--- config.mk ---
export PLATFORM = sky130hd
export DESIGN_NAME = alu_pipe_top_flat
export DESIGN_NICKNAME = d
export VERILOG_FILES = /design/src/rtl/alu_pipe_top_if.sv /design/src/rtl/alu_pipe_top.sv /design/src/flat_wrapper.sv
export SDC_FILE = /design/constraint.sdc
export NUM_CORES = 1
export LEC_CHECK = 0
export CORE_MARGIN = 2
export CORE_UTILIZATION = 50
export DETAILED_ROUTE_END_ITERATION = 16
export HOLD_SLACK_MARGIN = 0.05
export PLACE_DENSITY_LB_ADDON = 0.2
export REMOVE_ABC_BUFFERS = 1
export SLEW_MARGIN = 20
export SYNTH_ARGS = -nofsm -noshare
export SYNTH_HDL_FRONTEND = slang
export SYNTH_SLANG_ARGS = --single-unit
export TNS_END_PERCENT = 20
--- constraint.sdc ---
create_clock -name clk -period 12.2 [get_ports clk]
set_clock_uncertainty 0.1 [all_clocks]
set_input_delay 3.66 -clock clk [delete_from_list [all_inputs] [get_ports clk]]
set_output_delay 3.66 -clock clk [all_outputs]
set_load 0.1 [all_outputs]
--- src/rtl/alu_pipe_top_if.sv ---
`default_nettype none
// ============================================================================
// Module   : alu_pipe_top_if
// Brief    : Issue and writeback bundle between the issue stage, the ALU
//            pipeline and the writeback arbiter.
// Revision : 1.0
// ============================================================================
interface alu_pipe_top_if #(
    parameter int DATA = 32,
    parameter int ROB  = 5,
    parameter int RD   = 6
);
    logic            issue_e_;
    logic [3:0]      issue_op;
    logic            issue_trap;
    logic [ROB-1:0]  issue_rob_id;
    logic [RD-1:0]   issue_rd;
    logic [DATA-1:0] data1;
    logic [DATA-1:0] data2;
    logic            issue_ready;
    logic            wb_req_;
    logic            wb_ack_;
    logic [ROB-1:0]  wb_rob_id;
    logic [RD-1:0]   wb_rd;
    logic [DATA-1:0] wb_data;
    logic            wb_exp_;

    modport master (
        output issue_e_, issue_op, issue_trap, issue_rob_id, issue_rd,
               data1, data2, wb_ack_,
        input  issue_ready, wb_req_, wb_rob_id, wb_rd, wb_data, wb_exp_
    );

    modport slave (
        input  issue_e_, issue_op, issue_trap, issue_rob_id, issue_rd,
               data1, data2, wb_ack_,
        output issue_ready, wb_req_, wb_rob_id, wb_rd, wb_data, wb_exp_
    );
endinterface
`default_nettype wire

--- src/rtl/alu_pipe_top.sv ---
`default_nettype none
// ============================================================================
// Module   : alu_pipe_top
// Brief    : Credit-gated pipelined integer ALU with a tagged writeback queue
//            drained through a req/ack handshake.
// Revision : 1.0
// ============================================================================
module alu_pipe_top #(
    parameter int DATA      = 32,
    parameter int ROB_DEPTH = 32,
    parameter int RD        = 6,
    parameter int STAGES    = 2,
    parameter int WBQ_DEPTH = 4,
    localparam int ROB      = $clog2(ROB_DEPTH),
    localparam int CNT      = $clog2(WBQ_DEPTH + 1)
) (
    input  wire logic           clk,
    input  wire logic           reset,
    input  wire logic           flush_,
    alu_pipe_top_if.slave       bus,
    output logic [CNT-1:0]      inflight,
    output logic                busy
);
    localparam int SH = $clog2(DATA);
    localparam int PW = $clog2(WBQ_DEPTH);

    localparam logic [3:0] c_OP_ADD  = 4'd0;
    localparam logic [3:0] c_OP_SUB  = 4'd1;
    localparam logic [3:0] c_OP_AND  = 4'd2;
    localparam logic [3:0] c_OP_OR   = 4'd3;
    localparam logic [3:0] c_OP_XOR  = 4'd4;
    localparam logic [3:0] c_OP_SLT  = 4'd5;
    localparam logic [3:0] c_OP_SLTU = 4'd6;
    localparam logic [3:0] c_OP_SLL  = 4'd7;
    localparam logic [3:0] c_OP_SRL  = 4'd8;
    localparam logic [3:0] c_OP_SRA  = 4'd9;
    localparam logic [3:0] c_OP_PASS = 4'd10;

    logic [CNT-1:0]  r_inflight;
    logic [CNT-1:0]  r_qcount;
    logic [PW-1:0]   r_wr_ptr;
    logic [PW-1:0]   r_rd_ptr;
    logic [DATA-1:0] r_q_data [WBQ_DEPTH];
    logic [ROB-1:0]  r_q_rob  [WBQ_DEPTH];
    logic [RD-1:0]   r_q_rd   [WBQ_DEPTH];
    logic            r_q_exp  [WBQ_DEPTH];

    logic            w_ready;
    logic            w_fire;
    logic            w_pop;
    logic            w_q_empty;
    logic [DATA-1:0] w_sum;
    logic [DATA-1:0] w_diff;
    logic [SH-1:0]   w_sh;
    logic [DATA-1:0] w_res;
    logic            w_exp;
    logic            w_wr_v;
    logic [DATA-1:0] w_wr_data;
    logic [ROB-1:0]  w_wr_rob;
    logic [RD-1:0]   w_wr_rd;
    logic            w_wr_exp;
    logic [PW-1:0]   w_wr_nxt;
    logic [PW-1:0]   w_rd_nxt;

    // Credits come from registered occupancy only; a same-cycle pop never frees one early.
    assign w_ready   = (r_inflight < CNT'(WBQ_DEPTH));
    assign w_fire    = ~bus.issue_e_ & w_ready;
    assign w_q_empty = (r_qcount == '0);
    assign w_pop     = ~w_q_empty & ~bus.wb_ack_;

    assign w_sum  = bus.data1 + bus.data2;
    assign w_diff = bus.data1 - bus.data2;
    assign w_sh   = bus.data2[SH-1:0];

    always_comb begin
        w_res = '0;
        w_exp = 1'b0;
        case (bus.issue_op)
            c_OP_ADD: begin
                w_res = w_sum;
                w_exp = bus.issue_trap & (bus.data1[DATA-1] == bus.data2[DATA-1])
                        & (w_sum[DATA-1] != bus.data1[DATA-1]);
            end
            c_OP_SUB: begin
                w_res = w_diff;
                w_exp = bus.issue_trap & (bus.data1[DATA-1] != bus.data2[DATA-1])
                        & (w_diff[DATA-1] != bus.data1[DATA-1]);
            end
            c_OP_AND:  w_res = bus.data1 & bus.data2;
            c_OP_OR:   w_res = bus.data1 | bus.data2;
            c_OP_XOR:  w_res = bus.data1 ^ bus.data2;
            c_OP_SLT:  w_res = {{(DATA-1){1'b0}}, ($signed(bus.data1) < $signed(bus.data2))};
            c_OP_SLTU: w_res = {{(DATA-1){1'b0}}, (bus.data1 < bus.data2)};
            c_OP_SLL:  w_res = bus.data1 << w_sh;
            c_OP_SRL:  w_res = bus.data1 >> w_sh;
            c_OP_SRA:  w_res = DATA'($signed(bus.data1) >>> w_sh);
            c_OP_PASS: w_res = bus.data2;
            default:   w_exp = 1'b1;
        endcase
    end

    generate
        if (STAGES == 1) begin : g_direct
            // Single-cycle latency: the issue edge itself is the queue write.
            assign w_wr_v    = w_fire;
            assign w_wr_data = w_res;
            assign w_wr_rob  = bus.issue_rob_id;
            assign w_wr_rd   = bus.issue_rd;
            assign w_wr_exp  = w_exp;
        end else begin : g_pipe
            logic [STAGES-2:0] r_v;
            logic [DATA-1:0]   r_d   [STAGES-1];
            logic [ROB-1:0]    r_rob [STAGES-1];
            logic [RD-1:0]     r_rd  [STAGES-1];
            logic [STAGES-2:0] r_e;

            always_ff @(posedge clk or posedge reset) begin
                if (reset) begin
                    r_v <= '0;
                    r_e <= '0;
                    for (int i = 0; i < STAGES - 1; i++) begin
                        r_d[i]   <= '0;
                        r_rob[i] <= '0;
                        r_rd[i]  <= '0;
                    end
                end else begin
                    r_d[0]   <= w_res;
                    r_rob[0] <= bus.issue_rob_id;
                    r_rd[0]  <= bus.issue_rd;
                    r_e[0]   <= w_exp;
                    for (int i = 1; i < STAGES - 1; i++) begin
                        r_d[i]   <= r_d[i-1];
                        r_rob[i] <= r_rob[i-1];
                        r_rd[i]  <= r_rd[i-1];
                        r_e[i]   <= r_e[i-1];
                    end
                    if (!flush_) begin
                        r_v <= '0;
                    end else begin
                        r_v[0] <= w_fire;
                        for (int i = 1; i < STAGES - 1; i++) begin
                            r_v[i] <= r_v[i-1];
                        end
                    end
                end
            end

            assign w_wr_v    = r_v[STAGES-2];
            assign w_wr_data = r_d[STAGES-2];
            assign w_wr_rob  = r_rob[STAGES-2];
            assign w_wr_rd   = r_rd[STAGES-2];
            assign w_wr_exp  = r_e[STAGES-2];
        end
    endgenerate

    // Explicit wrap keeps non-power-of-two depths correct.
    assign w_wr_nxt = (r_wr_ptr == PW'(WBQ_DEPTH - 1)) ? '0 : r_wr_ptr + 1'b1;
    assign w_rd_nxt = (r_rd_ptr == PW'(WBQ_DEPTH - 1)) ? '0 : r_rd_ptr + 1'b1;

    always_ff @(posedge clk or posedge reset) begin
        if (reset) begin
            r_inflight <= '0;
            r_qcount   <= '0;
            r_wr_ptr   <= '0;
            r_rd_ptr   <= '0;
            for (int i = 0; i < WBQ_DEPTH; i++) begin
                r_q_data[i] <= '0;
                r_q_rob[i]  <= '0;
                r_q_rd[i]   <= '0;
                r_q_exp[i]  <= 1'b0;
            end
        end else if (!flush_) begin
            r_inflight <= '0;
            r_qcount   <= '0;
            r_wr_ptr   <= '0;
            r_rd_ptr   <= '0;
        end else begin
            if (w_wr_v) begin
                r_q_data[r_wr_ptr] <= w_wr_data;
                r_q_rob[r_wr_ptr]  <= w_wr_rob;
                r_q_rd[r_wr_ptr]   <= w_wr_rd;
                r_q_exp[r_wr_ptr]  <= w_wr_exp;
                r_wr_ptr           <= w_wr_nxt;
            end
            if (w_pop) begin
                r_rd_ptr <= w_rd_nxt;
            end
            r_qcount   <= r_qcount + CNT'(w_wr_v) - CNT'(w_pop);
            r_inflight <= r_inflight + CNT'(w_fire) - CNT'(w_pop);
        end
    end

    assign bus.issue_ready = w_ready;
    assign bus.wb_req_     = w_q_empty;
    assign bus.wb_data     = r_q_data[r_rd_ptr];
    assign bus.wb_rob_id   = r_q_rob[r_rd_ptr];
    assign bus.wb_rd       = r_q_rd[r_rd_ptr];
    assign bus.wb_exp_     = ~(r_q_exp[r_rd_ptr] & ~w_q_empty);
    assign inflight        = r_inflight;
    assign busy            = (r_inflight != '0);
endmodule
`default_nettype wire

--- src/flat_wrapper.sv ---
// flat-port wrapper written by rule: the top's interface ports become plain ports
module alu_pipe_top_flat 
#(
    parameter int DATA      = 32,
    parameter int ROB_DEPTH = 32,
    parameter int RD        = 6,
    parameter int STAGES    = 2,
    parameter int WBQ_DEPTH = 4,
    localparam int ROB      = $clog2(ROB_DEPTH),
    localparam int CNT      = $clog2(WBQ_DEPTH + 1)
)
  (clk, reset, flush_, inflight, busy, bus_issue_e_, bus_issue_op, bus_issue_trap, bus_issue_rob_id, bus_issue_rd, bus_data1, bus_data2, bus_wb_ack_, bus_issue_ready, bus_wb_req_, bus_wb_rob_id, bus_wb_rd, bus_wb_data, bus_wb_exp_);
  alu_pipe_top_if #(.DATA(DATA), .ROB((5)), .RD(RD)) bus_i ();
  input  wire logic clk;
  input  wire logic reset;
  input  wire logic flush_;
  output logic [CNT-1:0] inflight;
  output logic busy;
  input wire logic [$bits(bus_i.issue_e_)-1:0] bus_issue_e_;
  input wire logic [$bits(bus_i.issue_op)-1:0] bus_issue_op;
  input wire logic [$bits(bus_i.issue_trap)-1:0] bus_issue_trap;
  input wire logic [$bits(bus_i.issue_rob_id)-1:0] bus_issue_rob_id;
  input wire logic [$bits(bus_i.issue_rd)-1:0] bus_issue_rd;
  input wire logic [$bits(bus_i.data1)-1:0] bus_data1;
  input wire logic [$bits(bus_i.data2)-1:0] bus_data2;
  input wire logic [$bits(bus_i.wb_ack_)-1:0] bus_wb_ack_;
  output wire logic [$bits(bus_i.issue_ready)-1:0] bus_issue_ready;
  output wire logic [$bits(bus_i.wb_req_)-1:0] bus_wb_req_;
  output wire logic [$bits(bus_i.wb_rob_id)-1:0] bus_wb_rob_id;
  output wire logic [$bits(bus_i.wb_rd)-1:0] bus_wb_rd;
  output wire logic [$bits(bus_i.wb_data)-1:0] bus_wb_data;
  output wire logic [$bits(bus_i.wb_exp_)-1:0] bus_wb_exp_;
  assign bus_i.issue_e_ = bus_issue_e_;
  assign bus_i.issue_op = bus_issue_op;
  assign bus_i.issue_trap = bus_issue_trap;
  assign bus_i.issue_rob_id = bus_issue_rob_id;
  assign bus_i.issue_rd = bus_issue_rd;
  assign bus_i.data1 = bus_data1;
  assign bus_i.data2 = bus_data2;
  assign bus_i.wb_ack_ = bus_wb_ack_;
  assign bus_issue_ready = bus_i.issue_ready;
  assign bus_wb_req_ = bus_i.wb_req_;
  assign bus_wb_rob_id = bus_i.wb_rob_id;
  assign bus_wb_rd = bus_i.wb_rd;
  assign bus_wb_data = bus_i.wb_data;
  assign bus_wb_exp_ = bus_i.wb_exp_;
  alu_pipe_top #(.DATA(DATA), .ROB_DEPTH(ROB_DEPTH), .RD(RD), .STAGES(STAGES), .WBQ_DEPTH(WBQ_DEPTH)) u_core (.clk(clk), .reset(reset), .flush_(flush_), .bus(bus_i), .inflight(inflight), .busy(busy));
endmodule
==> reports/metrics.yaml, run 1 <==
grt_usage_pct: 30.8
synth.distinct_cells: 92
detail_route.wl_per_cell_microns: 25.1
grt_max_degree: 150
p_per_area_nw_per_um2: 169
netlist.area_leader.share_pct: 31.2
syn_inst: 1821
regArea_sq_um: 5790
path_clk_slew_ns: 0.06
die_w_microns: 196
cts-root-buf: "clkbuf_16"
tns_ns: 0
hold_path.class: "reg2reg"
layout_min_cycle_time_ns: 7.37
area_growth_pct: 13.2
ir_worst_vdd_mv: 0.185
routed_wl_microns: 59500
cts_setup_buffers: 0
vias_per_cell: 6.60
avgSynthCellArea_sq_um: 10.2
cts.sinks: 231
fmax_mhz: 136
vias: 15600
die_area_sq_um: 38600
yosysWarnings: 0
synth.mux.area_fraction_pct: 26.4
overflow: 0
maxCapViolCount: 0
holdPathEnd: "u_core.r_q_data[44]$_DFFE_PP0P_"
netlist_top_cells_count: "dfrtp_1 (231), mux2_2 (187), nor2_1 (148)"
worst_setup_path_start_kind: "input pin"
crit_type: "in2reg"
critPathMaxStageDelay_ns: 0.53
synth_ff_type: "dfrtp_1"
io_pins: 135
slew_viol_final: 0
finalHoldViolations: 0
r2r_end: "u_core.r_qcount[2]$_DFF_PP0_"
path_buf_inv: 3
reg2reg_slack_ns: 9.71
cp_top_family: "compound AO/OA/AOI/OAI gates"
crit_path_end_kind: "flop"
multi_input_area_sq_um: 11700
dr.first_iter.drc_count: 1557
worstPathMaxFanout: 49
period_share_pct: 60.4
ys_seq_area_share_pct: 31.2
hold_path_depth: 1
max_slew_margin_pct: 29.1
synth_compound_area_share_pct: 16.4
min-delay-start: "u_core.r_q_data[44]$_DFFE_PP0P_"
grt_antenna_before_repair: 2
syn_area_sq_um: 18500
crit_path_top_delay_cell: "o31ai_1"
fin_nets: 2084
crit_required_ns: 12.59
r2r_cells: 8
rows: 70
synth-simple-area-share_pct: 10.8
rsz0062_at_grt: "false"
clock_latency_ns: 0.56
ctsResizeCount: 0
cts_buffers: 28
synth.area.top_cells: "dfrtp_1 (31%), mux4_2 (13%), mux2_2 (11%)"
status: "complete, no violations"
rr_startpoint: "u_core.r_qcount[1]$_DFF_PP0_"
drive_above_1_share_pct: 21.5
synth-xor-area-share_pct: 1.51
io_buffers: 134
antenna_left: 0
tightest_slew_ns: 1.06
setup_violations: 0
utilization_pct: 57.4
htreeDepth: 1
arrival_ns: 7.77
place_hpwl_microns: 42900
globalplace.congestion: 1.01
initial_core_util_pct: 50.7
async_flop_share_pct: 100
num_antenna_cells: 0
drc: 0
hold_buffers: 0
n_fill_cell: 3187
grt_pass1_vias: 15100
coreArea_sq_um: 36500
dieHeight_microns: 196
synth_largest_area_cell: "dfrtp_1"
ys_ff_latch: 231
synth.most_common_cell: "dfrtp_1"
clock_path_buffers: 3
cts_tree: "yes"
crit_chain: "clkdlybuf4s50_1, buf_4, inv_1, ha_1, nor2_1, o221ai_2, a211oi_1, o31ai_2, o31ai_1, a21oi_1, or4_1, nand4_1"
synth_fa_ha_area_share_pct: 8.00
synth_edf_count: 0
synth_top_family_by_area: "multiplexers"
drtPass1Iterations: 7
grt_pass1_wl_microns: 91600
p_leak_nw: 9.14
power breakdown:
part	leakage, nW	switching (mW)	internal, mW	total, mW
combinational	5.66	1.15	0.568	1.72
clock	0.429	0.328	0.472	0.801
sequential	3.05	0.0961	0.926	1.02
per-layer routing:
layer,global-route usage [%],share of wire [%]
met1,44.3,43
met2,48.0,46
met3,5.05,8.5
met4,9.03,2.8
met5,0,0.047
kinds of logic after synthesis:
group | Yosys count
AO/OA/AOI/OAI | 443
XOR/XNOR | 32
adder cells (fa/ha/maj) | 116
buffers and inverters | 245
flip-flops | 231
multiplexers | 333
AND/OR/NAND/NOR | 421
sequential cells by signal, indices dropped and copies added (netlist names):
signal and cells:
u_core.g_pipe.r_d 32, u_core.r_q_exp 4, u_core.g_pipe.r_v 1, u_core.inflight 3
u_core.g_pipe.r_e 1, u_core.r_qcount 3, u_core.g_pipe.r_rob 5, u_core.g_pipe.r_rd 6
u_core.r_rd_ptr 2, u_core.r_q_data 128, u_core.r_q_rd 24, u_core.r_wr_ptr 2
u_core.r_q_rob 20
final cells by class:
class | instances | share of cell area [%]
Timing Repair Buffer | 163 | 7.37
Clock buffer | 38 | 3.77
Inverter | 114 | 2.10
Sequential cell | 231 | 27.6
Tap cell | 468 | 2.79
Multi-Input combinational cell | 1345 | 55.9
Clock inverter | 9 | 0.418
placed cells by master (no fill, tap or decap), types with 6 or more instances in the layout:
cell type and count:
dfrtp_1 229, mux2_2 187, nor2_1 147, clkdlybuf4s50_1 130
ha_1 112, inv_1 110, nand2_1 104, mux4_2 104
a21oi_1 101, o21ai_0 98, mux2i_1 40, xnor2_1 29
nor3_1 29, clkbuf_16 29, buf_4 29, a211oi_1 28
nand3_1 27, o211ai_1 25, a22oi_1 20, a221oi_1 18
nor2b_1 16, a31oi_1 16, a21o_1 14, nand2b_1 13
and3_1 13, nand4_1 12, o221ai_1 12, or3_1 10
o21bai_1 10, and2_1 10, o31ai_1 8, a221o_1 8
nor4_1 7, o2111ai_1 7, nor3_2 6, o22ai_1 6
clkbuf_1 6
metrics by stage:
stage | cells | hold slack, ns | power [mW] | instance area [sq um] | setup WS (ns)
floorplan | 1690 | 0.374 | 2.31 | 17900 | 2.11
global placement | 2321 | 0.380 | 2.72 | 20100 | 4.58
detailed placement | 2321 | 0.387 | 2.75 | 20100 | 4.45
CTS | 2368 | 0.400 | 3.56 | 20900 | 4.73
global route | 2368 | 0.405 | 3.69 | 21000 | 4.65
finish | 2368 | 0.399 | 3.54 | 21000 | 4.83
worst max-delay path by stage:
stage / from / endpoint / slack, ns / cells past startpoint
CTS: u_core.r_rd_ptr[0]$_DFFE_PP0P_ / bus_wb_exp_ / 4.73 / 4
finish: bus_data2[4] / u_core.g_pipe.r_d[30]$_DFF_PP0_ / 4.83 / 12
detailed placement: bus_data2[0] / u_core.g_pipe.r_d[20]$_DFF_PP0_ / 4.45 / 13
floorplan: reset / u_core.g_pipe.r_d[0]$_DFF_PP0_ / 2.11 / 1
global route: bus_data2[0] / u_core.g_pipe.r_d[20]$_DFF_PP0_ / 4.65 / 13
global placement: bus_data2[0] / u_core.g_pipe.r_d[20]$_DFF_PP0_ / 4.58 / 13
Note: power is estimated with default switching activity, not from simulation.
==> run 2: changes to the inputs <==
- clock period: 12.2 -> 6 ns (I/O delays scaled with it)
==> run 2 against run 1 <==
Compared with the run above:
- global-route usage increased by 1.1 points
- clock power increased by 92%
- critical path type is now reg2out
- largest power group unchanged
- critical endpoint is now bus_wb_data[27]
- worst setup slack got worse by 4.0 ns
==> reports/metrics.yaml, run 2 (synthesis gave the netlist of run 1 again) <==
place_hpwl_microns: 46400
io_buffers: 134
n_fill_cell: 3165
htreeDepth: 1
cts.sinks: 231
vias: 16000
critPathMaxStageDelay_ns: 1.15
die_area_sq_um: 38600
grt_max_degree: 122
vias_per_cell: 6.62
mostFrequentLayoutCells: "dfrtp_1 (229), mux2_2 (187), nor2_1 (147)"
tns_ns: 0
worst_setup_path_start_kind: "flop"
ctsResizeCount: 0
grt_usage_pct: 31.8
regMostFlops: "u_core.r_q_data"
cts-root-buf: "clkbuf_16"
fin_nets: 2128
ir_worst_vdd_mv: 0.298
place_ws_ns: 0.609
clock_path_buffers: 3
r2r_end: "u_core.r_qcount[2]$_DFF_PP0_"
period_share_pct: 85.9
holdPathEnd: "u_core.r_q_data[40]$_DFFE_PP0P_"
mostFrequentLayoutCell: "dfrtp_1"
layout_min_cycle_time_ns: 5.16
dr.first_iter.drc_count: 1783
startpoint: "u_core.r_rd_ptr[1]$_DFFE_PP0P_"
drive_above_1_share_pct: 23.3
rsz0062_at_grt: "false"
worstPathMaxFanout: 28
total_power_mw: 7.17
p_per_area_nw_per_um2: 337
arrival_ns: 3.26
maxCapViolCount: 0
hold_buffers: 0
reg2reg_slack_ns: 3.57
holdWs_ns: 0.398
dieHeight_microns: 196
grt_pass1_vias: 15300
grt_pass1_wl_microns: 94000
top_regs: "u_core.r_q_data (128), u_core.g_pipe.r_d (32), u_core.r_q_rd (24)"
path_clk_slew_ns: 0.06
cts_setup_buffers: 0
crit_required_ns: 4.10
hold_path.class: "reg2reg"
globalplace.congestion: 1.04
crit_type: "reg2out"
crit_path_top_delay_cell: "clkdlybuf4s50_1"
hold_path_depth: 1
initial_core_util_pct: 50.7
drtPass1Iterations: 6
finalHoldViolations: 0
crit_path_end_kind: "output pin"
r2r_cells: 8
status: "complete, no violations"
crit_chain: "buf_4, mux4_2, clkdlybuf4s50_1"
grt_antenna_before_repair: 1
min-delay-start: "u_core.r_q_data[40]$_DFFE_PP0P_"
path_buf_inv: 2
detail_route.wl_per_cell_microns: 25.7
cp_top_family: "buffers and inverters"
routed_wl_microns: 62100
clock_latency_ns: 0.55
cts_buffers: 26
drc: 0
die_w_microns: 196
coreArea_sq_um: 36500
max_slew_margin_pct: 29.5
cts_tree: "yes"
fmax_mhz: 194
p_leak_nw: 9.35
tightest_slew_ns: 1.06
rows: 70
largest_reg_flops: 128
overflow: 0
setup_violations: 0
antenna_left: 0
fin_ws_ns: 0.844
slew_viol_final: 0
rr_startpoint: "u_core.r_qcount[1]$_DFF_PP0_"
io_pins: 135
area_growth_pct: 14.9
-- run 2: power breakdown --
group / switching, mW / internal (mW)
logic: 2.34 / 1.18
registers: 0.226 / 1.88
clock network: 0.647 / 0.894
total: 3.21 / 3.96
-- run 2: per-stage QoR --
step / util, % / area (sq um) / instances
after floorplan: - / 17900 / 1690
after global placement: 56.0 / 20400 / 2367
after detailed placement: 56.0 / 20400 / 2367
after CTS: 58.2 / 21300 / 2414
after global routing: 58.2 / 21300 / 2414
final: 58.2 / 21300 / 2416
-- run 2: worst max path at each step --
stage | endpoint | depth (start not counted) | slack (ns)
2_1_floorplan | u_core.g_pipe.r_d[0]$_DFF_PP0_ | 1 | -2.23
3_3_place_gp | u_core.g_pipe.r_d[30]$_DFF_PP0_ | 11 | 0.69
3_5_place_dp | u_core.g_pipe.r_d[28]$_DFF_PP0_ | 11 | 0.61
4_1_cts | bus_wb_data[27] | 3 | 0.79
5_1_grt | bus_wb_data[21] | 3 | 0.71
6_report | bus_wb_data[27] | 3 | 0.84
-- run 2: routing by layer --
| metal | track usage (%) | vias to the layer above | share of wire, % |
|---|---|---|---|
| met3 | 5.17 | 138 | 9.0 |
| met2 | 48.2 | 820 | 44 |
| met4 | 12.5 | 0 | 4.1 |
| met1 | 45.9 | 8037 | 43 |
| li1 | - | 7006 | - |
| met5 | 0 | - | 0 |
-- run 2: area by class of cell --
| type | instances | area (sq um) | area share (%) |
|---|---|---|---|
| Clock buffer | 38 | 736 | 3.46 |
| Sequential cell | 231 | 5790 | 27.2 |
| Multi-Input combinational cell | 1345 | 11700 | 55.1 |
| Clock inverter | 9 | 85.1 | 0.400 |
| Timing Repair Buffer | 209 | 1920 | 9.03 |
| Inverter | 114 | 435 | 2.05 |
| Tap cell | 468 | 586 | 2.75 |
| Antenna cell | 2 | 5.00 | 0.0235 |
